--- config.mk ---
export PLATFORM = sky130hd
export DESIGN_NAME = grf_regfile
export DESIGN_NICKNAME = d
export VERILOG_FILES = /design/src/rtl/grf_regfile.sv
export SDC_FILE = /design/constraint.sdc
export NUM_CORES = 2
export LEC_CHECK = 0
export CAP_MARGIN = 20
export CORE_MARGIN = 2
export CORE_UTILIZATION = 60
export CTS_CLUSTER_DIAMETER = 80
export DETAILED_ROUTE_END_ITERATION = 10
export PLACE_DENSITY = 0.78
export SLEW_MARGIN = 0
export SYNTH_ARGS = -nofsm -noshare
export SYNTH_HDL_FRONTEND = slang
export SYNTH_SLANG_ARGS = --single-unit
export TNS_END_PERCENT = 100
--- constraint.sdc ---
create_clock -name clk -period 2.8 [get_ports clk]
set_input_delay 0.56 -clock clk [delete_from_list [all_inputs] [get_ports clk]]
set_output_delay 0.56 -clock clk [all_outputs]
set_load 0.01 [all_outputs]
--- src/rtl/grf_regfile.sv ---
// grf_regfile: 32-entry MIPS general register file with a committed-write counter and a simulation write trace.
// Optional build macro GRF_BYPASS_EN enables same-cycle write-to-read forwarding.
module grf_regfile #(
   parameter int DATA_W = 32,
   parameter int ADDR_W = 5,
   parameter int CNT_W  = 32
) (
   input  logic              clk,
   input  logic              reset,
   input  logic [ADDR_W-1:0] A1,
   input  logic [ADDR_W-1:0] A2,
   input  logic [ADDR_W-1:0] A3,
   input  logic [DATA_W-1:0] WD,
   input  logic              WE,
   input  logic [31:0]       PC,
   output logic [DATA_W-1:0] RD1,
   output logic [DATA_W-1:0] RD2,
   output logic [CNT_W-1:0]  wcnt
);

   localparam int DEPTH = 2 ** ADDR_W;

   logic [DATA_W-1:0] regs_r [DEPTH];
   logic [CNT_W-1:0]  wcnt_r;
   logic              commit_s;

   // Writes to $0 are dropped here, so entry 0 stays at its reset value forever.
   assign commit_s = WE && (A3 != {ADDR_W{1'b0}});
   assign wcnt     = wcnt_r;

   // Register array and write counter; the asynchronous reset clears everything without a clock.
   always_ff @(posedge clk or negedge reset) begin
      if (!reset) begin
         for (int i = 0; i < DEPTH; i++) begin
            regs_r[i] <= {DATA_W{1'b0}};
         end
         wcnt_r <= {CNT_W{1'b0}};
      end else begin
         if (commit_s) begin
            regs_r[A3] <= WD;
            wcnt_r     <= wcnt_r + CNT_W'(1);
         end
      end
   end

   // Read port 1: $0 wins over everything, then optional forwarding, then stored contents.
   always_comb begin
      RD1 = {DATA_W{1'b0}};
      if (A1 == {ADDR_W{1'b0}}) begin
         RD1 = {DATA_W{1'b0}};
`ifdef GRF_BYPASS_EN
      end else if (reset && WE && (A1 == A3)) begin
         RD1 = WD;
`endif
      end else begin
         RD1 = regs_r[A1];
      end
   end

   // Read port 2: same priority as port 1.
   always_comb begin
      RD2 = {DATA_W{1'b0}};
      if (A2 == {ADDR_W{1'b0}}) begin
         RD2 = {DATA_W{1'b0}};
`ifdef GRF_BYPASS_EN
      end else if (reset && WE && (A2 == A3)) begin
         RD2 = WD;
`endif
      end else begin
         RD2 = regs_r[A2];
      end
   end

`ifndef SYNTHESIS
   // Write trace for comparison with the reference simulator; $0 writes show a zero value.
   always @(posedge clk) begin
      if (reset && WE) begin
         $display("@%h: $%d <= %h", PC, A3, (A3 == {ADDR_W{1'b0}}) ? {DATA_W{1'b0}} : WD);
      end
   end
`endif

endmodule

# Word level (Yosys, flattened, before mapping)
# Cells that the tools add are included.
[totals]
register_bits = 1056
input_bits = 82
wordCells = 57
[classes]
n_addsub = 1
n_lt_le_gt_ge = 4
mux = 11
n_bitwise = 3
n_reduce_logical = 5
[op_table]
columns = ["op", "n"]
rows = [
  ["bitwise mux 1024 bit", 1],
  ["binary-select mux 32 bit (select 5 bit)", 2],
  ["2-to-1 mux 32 bit", 7],
  ["demux 32 bit (select 5 bit)", 1],
  ["adder 32 x 1 -> 32 bit (second input constant)", 1],
  [">= comparator 6 bit (second input constant)", 3],
  ["NOT 5 -> 6 bit", 3],
  ["zero test 5 bit", 2],
  ["< comparator 6 x 1 -> 1 bit (second input constant)", 1],
  ["nonzero test 5 bit", 1],
  ["logical AND 1 bit", 2],
]

# Logic depth before layout (Yosys ltp)
[depth]
word_depth = 6
mapped_depth = 9
ltp_nobuf = 5

# Least setup slack after synthesis
# No wires, ideal clock.
[synth_timing]
kind = "input-to-output"
start = "in A2[0]"
end = "out RD2[25]"
arrival_ps = 2206
path_slack_ps = 34
stages = 7
n_path_buf = 4
cell_sequence = "buf_4 buf_6 buf_6 nor2b_2 clkbuf_4 a221oi_1 a2111oi_0"
[synth_via]
elab_chain_len = 5
elab_cells_between_ends = 6
cone_classes = "mux (4); bitwise (1); reduce/logical (1)"
[synth_lines]
columns = ["item", "line_no", "source"]
rows = [
  ["start: declaration", "11", "input logic [ADDR_W-1:0] A2,"],
  ["NOT 5 -> 6 bit (implied by the code)", "70", "RD2 = regs_r[A2];"],
  ["binary-select mux 32 bit (select 5 bit)", "70", ""],
  ["2-to-1 mux 32 bit (implied by the code) (2 in a row)", "70", ""],
  ["2-to-1 mux 32 bit *", "63", "if (A2 == {ADDR_W{1'b0}}) begin"],
  ["end: declaration", "17", "output logic [DATA_W-1:0] RD2,"],
]
# Mark *: on every way between the ends. The rest lies on a longest branch, timed or not. The select of a mux whose other input is x is not followed.

# Final worst setup path
[layout_timing]
start = "in A2[1]"
end = "out RD2[0]"
# Same word-level chain as after synthesis.

==> results.py <==
metrics = {
    "outcome": {
        "status": "finished with violations",
        "violations": "setup timing",
    },
    "global_routing": {
        "antenna_found_initial": 7,
        "track_usage": 0.405,
        "grt_pass1_wl_um": 281000,
        "grt_max_degree": 121,
        "grt_pass1_vias": 42100,
        "overflow": 0,
    },
    "power_and_ir_drop": {
        "p_per_area_nw_per_um2": 679,
        "leakage_nw": 30.7,
        "vdd_ir_drop_max_uv": 708,
        "p_int_mw": 34.4,
        "clkPwrFrac": 0.325,
        "p_comb_frac": 0.245,
        "switching_power_mw": 13.4,
        "seq_power_share": 0.430,
        "switching_share": 0.281,
    },
    "synth": {
        "yosys.cell_types.count": 52,
        "synth.most_common_cell": "dfrtp_1",
        "synth_common_cells": "dfrtp_1, mux2_2, mux4_2, clkbuf_1, buf_2",
        "ys_async_sr_fraction": 1.00,
        "ys_seq_area_frac": 0.471,
        "synthCells": 3651,
        "synth_seq_cells": 1056,
        "synth_edf_count": 0,
        "post_synth.cell_area_avg_um2": 15.4,
        "synth_area_leaders": "dfrtp_1, mux2_2, mux4_2",
        "synth_flop_cell": "dfrtp_1",
        "synth_top_area_frac": 0.471,
        "ys_warn_count": 0,
        "yosys.area.top_type": "dfrtp_1",
        "synth_fp_nets": 3734,
        "syn-cell-area_um2": 56100,
    },
    "cells_and_area": {
        "stdcell_count": 5543,
        "syn_to_final_growth_pct": 25.6,
        "layout-drive-gt1-share": 0.649,
        "final_util": 0.758,
        "design_area_um2": 70400,
        "num-nets-final": 4275,
    },
    "sta": {
        "rsz0062_at_grt": "true",
        "max_freq_mhz": 318,
        "skew_ps": 3.64,
        "setup_viol": 64,
        "finalCritPeriodShare": 1.12,
        "finalHoldViolCount": 0,
        "slew_viol_final": 0,
        "worst_slack_ps": -347,
        "worst_hold_slack_ps": 381,
        "worst_slew_pin_slew_ps": 1050,
        "min_period_ps": 3150,
        "slew_headroom": 0.300,
    },
    "drt": {
        "vias_per_cell": 7.25,
        "drt-pass1-iter-count": 6,
        "drcViolationCount": 0,
        "drt-initial-drc-count": 5221,
        "wirelength_um": 194000,
        "vias": 40200,
        "ant_nets": 0,
        "wl_per_cell_um": 35.0,
    },
    "worst_setup_path": {
        "cp.arrival_ps": 2590,
        "reg2regPathDepth": 5,
        "crit_type": "input port to output pin",
        "critPathCaptureType": "output pin",
        "crit_end": "RD2[0]",
        "r2r-start": "wcnt[9]",
        "critical-path-max-stage-delay_ps": 500,
        "crit_path_cell_trace": "buf_16, buf_16, buf_4, mux4_2, mux2i_2, nor2_1, a221oi_2, buf_4, a2111oi_4, buf_6",
        "slowest_stage": "a2111oi_4",
        "worst_setup_path_start_kind": "input port",
        "path_max_fanout": 5,
        "startpoint": "A2[1]",
        "rrSetupSlack_ps": 700,
        "r2r-end": "wcnt[19]",
        "crit_required_ps": 2240,
    },
    "placement": {
        "dpl_worst_slack_ps": -1260,
        "port_buffers": 145,
        "hpwl_um": 118000,
        "gp_congestion": 0.909,
        "place.detailed.instances": 5174,
        "placed_cell_area_um2": 62900,
    },
    "clock_tree": {
        "clkLatencyLatePin_ps": 690,
        "h-tree-depth": 3,
        "cts_buffers": 109,
        "clockBufferDepth": 3,
        "cts.sinks": 1056,
        "cts-root-buf": "clkbuf_16",
        "cts_tree": "yes",
        "clkTransAtPathRegs_ps": 60,
    },
    "floorplan": {
        "coreArea_um2": 92900,
        "fp-row-count": 112,
        "io-pin-count": 178,
        "die_h_um": 310,
        "die_w_um": 310,
        "die_area_um2": 95900,
        "initial_utilization": 0.603,
    },
    "run": {
        "drv_cap": 0,
    },
    "hold_path": {
        "worstHoldPathType": "input port to asynchronous set/reset pin",
    },
}
## worst min-delay path by stage
stage	depth (start not counted)	slack [ps]	end
2_1_floorplan	0	260	regs_r[0]
3_3_place_gp	0	380	regs_r[1021]
3_5_place_dp	0	380	regs_r[1010]
4_1_cts	2	380	regs_r[247]
5_1_grt	2	400	regs_r[247]
6_report	2	380	regs_r[247]
## cell type report
cell class / instances / area [um^2]
Multi-Input combinational cell: 2172 / 29200
Sequential cell: 1056 / 26400
Fill cell: 5046 / 22500
Timing Repair Buffer: 850 / 9420
Clock buffer: 162 / 3230
Tap cell: 1254 / 1570
Clock inverter: 39 / 567
Antenna cell: 7 / 17.5
Inverter: 3 / 11.3
## per-stage QoR
| step | power (mW) | TNS (ps) |
|---|---|---|
| global route | 49.3 | -15500 |
| global placement | 30.0 | -53940 |
| detailed placement | 30.8 | -54540 |
| finish | 47.8 | -12490 |
| floorplan | 26.7 | 0 |
| CTS | 47.1 | -11880 |
## critical path, delay by kind of cell
kind                   cells  cell delay, ps
buffers and inverters      5             820
AO/OA/AOI/OAI              2             560
multiplexers               2             460
AND/OR/NAND/NOR            1             160
## registers in the layout, summed over array words and instances, names as in the netlist
signal	flops
wcnt	32
regs_r	1024
## timing repair
action,4_1_cts,5_1_grt
endpoints found under the setup margin,64,64
setup buffers,114,63
hold endpoints to repair,11,0
pin swaps,93,81
gates cloned,12,8
hold buffers,1,0
resized for setup,667,119
## cell families after synthesis
family                   synth area share
buffers and inverters              0.0378
AO/OA/AOI/OAI                      0.0317
AND/OR/NAND/NOR                    0.0200
flip-flops                          0.471
XOR/XNOR                          0.00484
adder cells (fa/ha/maj)          0.000223
multiplexers                        0.434
## power by group through the flow
stage / Clock (mW) / Combinational [mW] / Sequential [mW]
after floorplan: 0 / 6.97 / 19.7
after global placement: 0 / 9.88 / 20.1
after detailed placement: 0 / 10.3 / 20.5
after CTS: 15.6 / 11.2 / 20.3
after global routing: 16.3 / 12.3 / 20.7
final: 15.5 / 11.7 / 20.5
## cells in the final DEF, fill, tap and decap left out, types with 24 or more instances in the layout
cell and instances:
clkbuf_8 26, buf_16 25, clkbuf_16 120, a221oi_2 41
a21oi_2 24, buf_2 33, mux2_2 1039, buf_12 142
nand2_1 25, clkdlybuf4s50_1 70, buf_6 86, buf_4 461
a21oi_1 35, dfrtp_1 1056, clkbuf_1 25, mux4_2 512
nor2b_1 35, mux2i_1 77, nor2_1 52
## layer usage
layer / up-vias / GRT usage / part of all wire
met3: 927 / 0.120 / 0.12
met5: - / 0.00404 / 0.00059
met1: 21100 / 0.518 / 0.35
met2: 2980 / 0.601 / 0.45
met4: 10 / 0.272 / 0.080
li1: 15200 / - / -
Note: power is estimated with default switching activity, not from simulation.
